[src/rtl/branch_predict_unit.sv]
// ID-stage branch resolver with an IF-stage 2-bit-counter branch history table.
// Predicts in IF from a PC-indexed BHT, carries the prediction into ID,
// resolves the six MIPS conditional branches there and flags mispredicts
// with the correct next fetch PC. Saturating counters track branches and misses.
module branch_predict_unit #(
    parameter int WIDTH     = 32,
    parameter int BHT_DEPTH = 64,
    parameter int IDX_W     = $clog2(BHT_DEPTH),
    parameter int CNT_W     = 32
) (
    input  logic             clk,
    input  logic             reset,
    input  logic             stall,
    input  logic [WIDTH-1:0] if_pc,
    output logic             pred_taken,
    input  logic             id_valid,
    input  logic [WIDTH-1:0] id_pc,
    input  logic [5:0]       op,
    input  logic [4:0]       rt,
    input  logic [WIDTH-1:0] rs_data,
    input  logic [WIDTH-1:0] rt_data,
    input  logic [WIDTH-1:0] id_target,
    output logic             is_branch,
    output logic             actual_taken,
    output logic             mispredict,
    output logic [WIDTH-1:0] redirect_pc,
    output logic [CNT_W-1:0] branch_cnt,
    output logic [CNT_W-1:0] miss_cnt
);

    localparam logic [5:0] OP_REGIMM = 6'b000001;
    localparam logic [5:0] OP_BEQ    = 6'b000100;
    localparam logic [5:0] OP_BNE    = 6'b000101;
    localparam logic [5:0] OP_BLEZ   = 6'b000110;
    localparam logic [5:0] OP_BGTZ   = 6'b000111;
    localparam logic [4:0] RT_BLTZ   = 5'b00000;
    localparam logic [4:0] RT_BGEZ   = 5'b00001;

    // 2-bit saturating counters; bit 1 is the taken prediction.
    logic [1:0]       bht [BHT_DEPTH];
    logic [IDX_W-1:0] if_idx;
    logic [IDX_W-1:0] id_idx;
    logic             pred_id;
    logic             cond;
    logic             resolve;
    logic [1:0]       cur_ctr;
    logic [1:0]       next_ctr;
    logic             rs_neg;
    logic             rs_zero;
    logic             unused_bits;

    // Word-aligned PCs: drop the byte offset, upper bits alias onto the table.
    assign if_idx = if_pc[IDX_W+1:2];
    assign id_idx = id_pc[IDX_W+1:2];
    assign unused_bits = ^{if_pc[1:0], if_pc[WIDTH-1:IDX_W+2]};

    // No write bypass: an update in this cycle is seen by the read next cycle.
    assign pred_taken = bht[if_idx][1];

    assign rs_neg  = rs_data[WIDTH-1];
    assign rs_zero = (rs_data == '0);

    // Decode the branch opcode and evaluate its condition.
    always_comb begin
        is_branch = 1'b0;
        cond      = 1'b0;
        case (op)
            OP_BEQ:  begin is_branch = 1'b1; cond = (rs_data == rt_data); end
            OP_BNE:  begin is_branch = 1'b1; cond = (rs_data != rt_data); end
            OP_BLEZ: begin is_branch = 1'b1; cond = rs_neg | rs_zero; end
            OP_BGTZ: begin is_branch = 1'b1; cond = ~rs_neg & ~rs_zero; end
            OP_REGIMM: begin
                if (rt == RT_BGEZ) begin
                    is_branch = 1'b1;
                    cond      = ~rs_neg;
                end else if (rt == RT_BLTZ) begin
                    is_branch = 1'b1;
                    cond      = rs_neg;
                end
            end
            default: begin is_branch = 1'b0; cond = 1'b0; end
        endcase
    end

    assign actual_taken = is_branch & id_valid & cond;
    assign mispredict   = id_valid & is_branch & (actual_taken != pred_id);
    assign resolve      = id_valid & is_branch & ~stall;
    // Not-taken skips the delay slot; wraps modulo 2^WIDTH.
    assign redirect_pc  = actual_taken ? id_target : (id_pc + WIDTH'(8));

    assign cur_ctr = bht[id_idx];

    // Saturating step of the counter being trained.
    always_comb begin
        next_ctr = cur_ctr;
        if (actual_taken) begin
            if (cur_ctr != 2'b11) next_ctr = cur_ctr + 2'b01;
        end else begin
            if (cur_ctr != 2'b00) next_ctr = cur_ctr - 2'b01;
        end
    end

    // BHT training on resolve; reset puts every entry at weakly not-taken.
    always_ff @(posedge clk) begin
        if (reset) begin
            for (int i = 0; i < BHT_DEPTH; i++) bht[i] <= 2'b01;
        end else if (resolve) begin
            bht[id_idx] <= next_ctr;
        end
    end

    // Carry the IF prediction into ID alongside the instruction.
    always_ff @(posedge clk) begin
        if (reset)       pred_id <= 1'b0;
        else if (!stall) pred_id <= pred_taken;
    end

    // Saturating performance counters, stepped once per resolved branch.
    always_ff @(posedge clk) begin
        if (reset) begin
            branch_cnt <= '0;
            miss_cnt   <= '0;
        end else if (resolve) begin
            if (branch_cnt != '1) branch_cnt <= branch_cnt + CNT_W'(1);
            if (mispredict && (miss_cnt != '1)) miss_cnt <= miss_cnt + CNT_W'(1);
        end
    end

endmodule

[config.mk]
export PLATFORM = sky130hd
export DESIGN_NAME = branch_predict_unit
export DESIGN_NICKNAME = d
export VERILOG_FILES = /design/src/rtl/branch_predict_unit.sv
export SDC_FILE = /design/constraint.sdc
export NUM_CORES = 1
export LEC_CHECK = 0
export ABC_AREA = 0
export ABC_CLOCK_PERIOD_IN_PS = 6460
export CAP_MARGIN = 0
export CORE_MARGIN = 8
export CORE_UTILIZATION = 52
export CTS_BUF_LIST = sky130_fd_sc_hd__clkbuf_8
export DETAILED_ROUTE_END_ITERATION = 6
export PLACE_DENSITY_LB_ADDON = 0.3
export SETUP_SLACK_MARGIN = 0.3
export SYNTH_ARGS = -nofsm -noshare
export SYNTH_HDL_FRONTEND = slang
export SYNTH_SLANG_ARGS = --single-unit
[constraint.sdc]
create_clock -name clk -period 6.46 [get_ports clk]
set_input_delay 1.615 -clock clk [delete_from_list [all_inputs] [get_ports clk]]
set_output_delay 1.615 -clock clk [all_outputs]
set_load 0.02 [all_outputs]
==> metrics.txt <==
# TYPE chip_impl_metric gauge
chip_impl_metric{name="fp.dieArea",unit="sq um"} 26770
chip_impl_metric{name="timing.final.setup_violations",unit=""} 0
chip_impl_metric{name="finalHoldViolations",unit=""} 0
chip_impl_metric{name="first_global_vias",unit=""} 9567
chip_impl_metric{name="worstPathRequired",unit="ps"} 4850
chip_impl_metric{name="clk_latency",unit="ps"} 470
chip_impl_metric{name="finalPower",unit="W"} 0.002538
chip_impl_metric{name="globalRouteMet1Util",unit=""} 0.2914
chip_impl_metric{name="globalRouteMet2Util",unit=""} 0.4555
chip_impl_metric{name="async_flop_share",unit=""} 0
chip_impl_info{name="endpoint_kind",value="output pin"} 1
chip_impl_metric{name="post-place-cells",unit=""} 1588
chip_impl_metric{name="worst_max_slew_pin_slew",unit="ps"} 960.1
chip_impl_metric{name="worst-r2r-cell-count",unit=""} 9
chip_impl_metric{name="finalWirelength",unit="mm"} 34.51
chip_impl_info{name="clockRootBuffer",value="clkbuf_8"} 1
chip_impl_metric{name="antenna_violations_before_repair",unit=""} 3
chip_impl_metric{name="clk_path_buf_depth",unit=""} 2
chip_impl_metric{name="drv_cap",unit=""} 0
chip_impl_metric{name="routed_wire_length_per_instance",unit="microns"} 21.26
chip_impl_metric{name="slew_violations",unit=""} 0
chip_impl_metric{name="floorplan.io_pins",unit=""} 275
chip_impl_metric{name="cts.sink_count",unit=""} 193
chip_impl_metric{name="grt_use_met3",unit=""} 0.05519
chip_impl_metric{name="remaining_drc_errors",unit=""} 0
chip_impl_metric{name="die_y",unit="microns"} 163.6
chip_impl_metric{name="layout.filler_cells",unit=""} 1672
chip_impl_metric{name="dp_hpwl",unit="mm"} 25.86
chip_impl_metric{name="power-per-cell-area",unit="nW/um^2"} 174.9
chip_impl_metric{name="sequentialPowerShare",unit=""} 0.526
chip_impl_metric{name="die_span_in_x",unit="microns"} 163.6
chip_impl_metric{name="timing.final.ws_setup",unit="ps"} 448.1
chip_impl_metric{name="critical_path_peak_fanout",unit=""} 5
chip_impl_metric{name="first_pass_grt_wire_length",unit="mm"} 53.26
chip_impl_metric{name="gp_congestion",unit=""} 0.8689
chip_impl_metric{name="finalCriticalPeriod",unit="ps"} 6012
chip_impl_info{name="outcome",value="completed"} 1
chip_impl_info{name="busiest_layer_in_global_routing",value="met2"} 1
chip_impl_metric{name="detail_route.iter0.violations",unit=""} 959
chip_impl_metric{name="seq_area_frac_synth",unit=""} 0.4541
chip_impl_metric{name="port_buffers",unit=""} 248
chip_impl_info{name="type_of_origin_of_the_critical_path",value="primary input"} 1
chip_impl_metric{name="clkTransAtPathRegs",unit="ps"} 90
chip_impl_metric{name="placeableCoreArea",unit="sq um"} 21620
chip_impl_metric{name="postSynthRegisterBits",unit=""} 193
chip_impl_metric{name="maximum_number_of_pins_on_one_net_before_global_route_repair",unit=""} 73
chip_impl_metric{name="first_pass_iters",unit=""} 5
chip_impl_metric{name="timing.hold.worst_path_depth",unit=""} 2
chip_impl_metric{name="min_period_over_period",unit=""} 0.9306
chip_impl_metric{name="switch_share",unit=""} 0.2504
chip_impl_metric{name="detail_route.vias_per_cell",unit=""} 5.978
chip_impl_metric{name="fmax",unit="GHz"} 0.1663
chip_impl_metric{name="synthesis.nets",unit=""} 1308
chip_impl_metric{name="row_count",unit=""} 54
chip_impl_metric{name="finalNetCount",unit=""} 1508
chip_impl_info{name="path_class",value="primary input to output pin"} 1
chip_impl_metric{name="antenna_violating_nets_post_route",unit=""} 0
chip_impl_metric{name="numCtsBuffers",unit=""} 17
chip_impl_metric{name="clock-skew-final",unit="ps"} 20.64
chip_impl_metric{name="edff_count_synth",unit=""} 128
chip_impl_metric{name="syn2layout_area_growth",unit="%"} 28.06
chip_impl_info{name="rsz0062_at_grt",value="false"} 1
chip_impl_metric{name="post_route_cells_drive_above_1_share",unit=""} 0.1187
chip_impl_metric{name="syn_avg_cell_area",unit="sq um"} 10.05
chip_impl_info{name="cts_tree",value="done"} 1
chip_impl_metric{name="post_layout_nonfiller_instances",unit=""} 1623
chip_impl_metric{name="vdd.ir_drop.worst",unit="mV"} 0.1096
chip_impl_metric{name="max_slew_margin",unit=""} 0.3586
chip_impl_info{name="ys_dominant_reg_cell",value="edfxtp_1"} 1
chip_impl_metric{name="critPathArrivalTime",unit="ps"} 4400
chip_impl_metric{name="post_cts_buffers",unit=""} 0
chip_impl_metric{name="p_comb_frac",unit=""} 0.153
chip_impl_metric{name="power.leakage",unit="nW"} 4.781
chip_impl_metric{name="power.net_switching",unit="W"} 0.0006356
chip_impl_metric{name="globalRoute.totalOverflow",unit=""} 0
chip_impl_info{name="hold_path.class",value="flop to flop"} 1
chip_impl_metric{name="cellInternalPower",unit="W"} 0.001902
chip_impl_metric{name="initial_core_util",unit=""} 0.5241
chip_impl_metric{name="detailedPlace.worstSlack",unit="ps"} 97.52
chip_impl_metric{name="total_negative_slack",unit="ps"} 0
chip_impl_metric{name="synth_cells",unit=""} 1127
chip_impl_metric{name="via_count",unit=""} 9702
chip_impl_metric{name="cts_max_level",unit=""} 4
chip_impl_metric{name="netlist_cell_types",unit=""} 50
chip_impl_metric{name="grt_usage",unit=""} 0.2567
chip_impl_metric{name="mappedNetlistArea",unit="sq um"} 11330
chip_impl_metric{name="synth-warning-count",unit=""} 0
chip_impl_metric{name="clock_power_share",unit=""} 0.321
state kept, by name, summed over array words and instances, names as in the netlist:
name,flops
miss_cnt,32
branch_cnt,32
bht,128
pred_id,1
area by class of cell:
type | count | area, sq um | area share
Inverter | 11 | 42.54 | 0.002932
Clock buffer | 17 | 234.0 | 0.01612
Timing Repair Buffer | 273 | 2739 | 0.1888
Clock inverter | 15 | 166.4 | 0.01147
Multi-Input combinational cell | 831 | 5826 | 0.4015
Sequential cell | 193 | 5145 | 0.3546
Antenna cell | 3 | 7.507 | 0.0005174
Tap cell | 280 | 350.3 | 0.02414
power groups by stage:
stage | Sequential [W] | Combinational (W) | Clock, W
3_5_place_dp | 0.00136 | 0.000392 | 0
4_1_cts | 0.00133 | 0.000390 | 0.000822
3_3_place_gp | 0.00136 | 0.000387 | 0
6_report | 0.00133 | 0.000389 | 0.000815
2_1_floorplan | 0.00136 | 0.000197 | 0
5_1_grt | 0.00134 | 0.000413 | 0.000866
layout by cell type (no fill, tap or decap), types with 5 or more instances in the layout:
| cell | Yosys | routed |
|---|---|---|
| mux2i_1 | 7 | 7 |
| dfxtp_1 | 65 | 65 |
| nor2b_1 | 11 | 11 |
| or4_1 | 5 | 5 |
| nand2_1 | 100 | 100 |
| clkbuf_8 | 0 | 17 |
| or3_1 | 26 | 26 |
| edfxtp_1 | 128 | 128 |
| and3_1 | 18 | 18 |
| buf_4 | 1 | 22 |
| xnor2_1 | 48 | 48 |
| and2_1 | 12 | 12 |
| dlymetal6s2s_1 | 0 | 18 |
| and4_1 | 10 | 10 |
| nor4_1 | 13 | 8 |
| inv_1 | 10 | 13 |
| xor2_1 | 43 | 43 |
| o21ai_0 | 28 | 28 |
| a21oi_1 | 54 | 54 |
| dlygate4sd2_1 | 0 | 15 |
| nand2b_1 | 24 | 24 |
| ha_1 | 6 | 6 |
| or2_2 | 24 | 24 |
| nor2_1 | 125 | 125 |
| nand3_1 | 78 | 78 |
| clkdlybuf4s50_1 | 0 | 213 |
| a21o_1 | 14 | 13 |
| nor3_1 | 48 | 48 |
| nand4_1 | 35 | 35 |
| o21bai_1 | 9 | 9 |
| mux4_2 | 59 | 59 |
| nor4_2 | 1 | 6 |
kinds of logic (layout without fill, tap and decap cells):
logic type | count (synthesis) | count (layout) | share of synthesized area
buffers and inverters | 103 | 316 | 0.03578
muxes | 70 | 70 | 0.1274
and+or+nand+nor | 540 | 540 | 0.2393
AOI/OAI and AO/OA | 122 | 122 | 0.06471
xor gates and xnor gates | 91 | 91 | 0.07034
adders and majority gates | 8 | 8 | 0.008392
DFF | 193 | 193 | 0.4541
other | 0 | 3 | 0
final timing paths:
path | endpoint | start | slack [ps]
max reg2reg | bht[2][0] | bht[4][1] | 3110
min reg2reg | miss_cnt[18] | miss_cnt[18] | 510
max | mispredict | op[0] | 450
min | miss_cnt[18] | miss_cnt[18] | 510
through the flow:
stage / util / hold slack (ps) / area, sq um
finish: 0.6711 / 509.3 / 14510
global route: 0.6711 / 534.5 / 14510
CTS: 0.6681 / 513.2 / 14450
detailed placement: 0.6492 / 498.4 / 14040
global placement: 0.6492 / 479.2 / 14040
floorplan: - / 481.2 / 11330
Yosys cell counts, types with 3 or more instances:
cell / number / share of area
a211oi_1: 4 / 0.0027
a21o_1: 14 / 0.0093
a21oi_1: 54 / 0.024
a31oi_1: 4 / 0.0022
and2_0: 4 / 0.0022
and2_1: 12 / 0.0066
and3_1: 18 / 0.0099
and4_1: 10 / 0.0077
buf_1: 7 / 0.0023
buf_2: 12 / 0.0053
clkbuf_1: 72 / 0.024
dfxtp_1: 65 / 0.11
edfxtp_1: 128 / 0.34
ha_1: 6 / 0.0066
inv_1: 10 / 0.0033
mux2_2: 4 / 0.0040
mux2i_1: 7 / 0.0062
mux4_2: 59 / 0.12
nand2_1: 100 / 0.033
nand2b_1: 24 / 0.013
nand3_1: 78 / 0.034
nand4_1: 35 / 0.019
nor2_1: 125 / 0.041
nor2b_1: 11 / 0.0061
nor3_1: 48 / 0.021
nor4_1: 13 / 0.0072
o21ai_0: 28 / 0.012
o21bai_1: 9 / 0.0060
o31ai_1: 3 / 0.0020
or2_2: 24 / 0.013
or3_1: 26 / 0.014
or4_1: 5 / 0.0033
xnor2_1: 48 / 0.037
xor2_1: 43 / 0.033
routing by layer:
metal / wire (microns) / vias to the layer above
met5: 0 / -
met4: 1205 / 0
met3: 3005 / 78
met2: 17660 / 466
met1: 12630 / 4649
li1: - / 4509
repair_timing:
item,CTS,global route
endpoints found under the setup margin,33,20
pin swaps,0,0
gates resized for setup,20,20
hold buffers,0,0
critical path, stage by stage:
cell and delay (ps):
clkdlybuf4s50_1 560, or4b_1 500, o41ai_2 310, nand3_2 120
buf_4 190, and4b_1 350, nor2_1 60, inv_1 60
clkdlybuf4s50_1 630
Note: power is estimated with default switching activity, not from simulation.
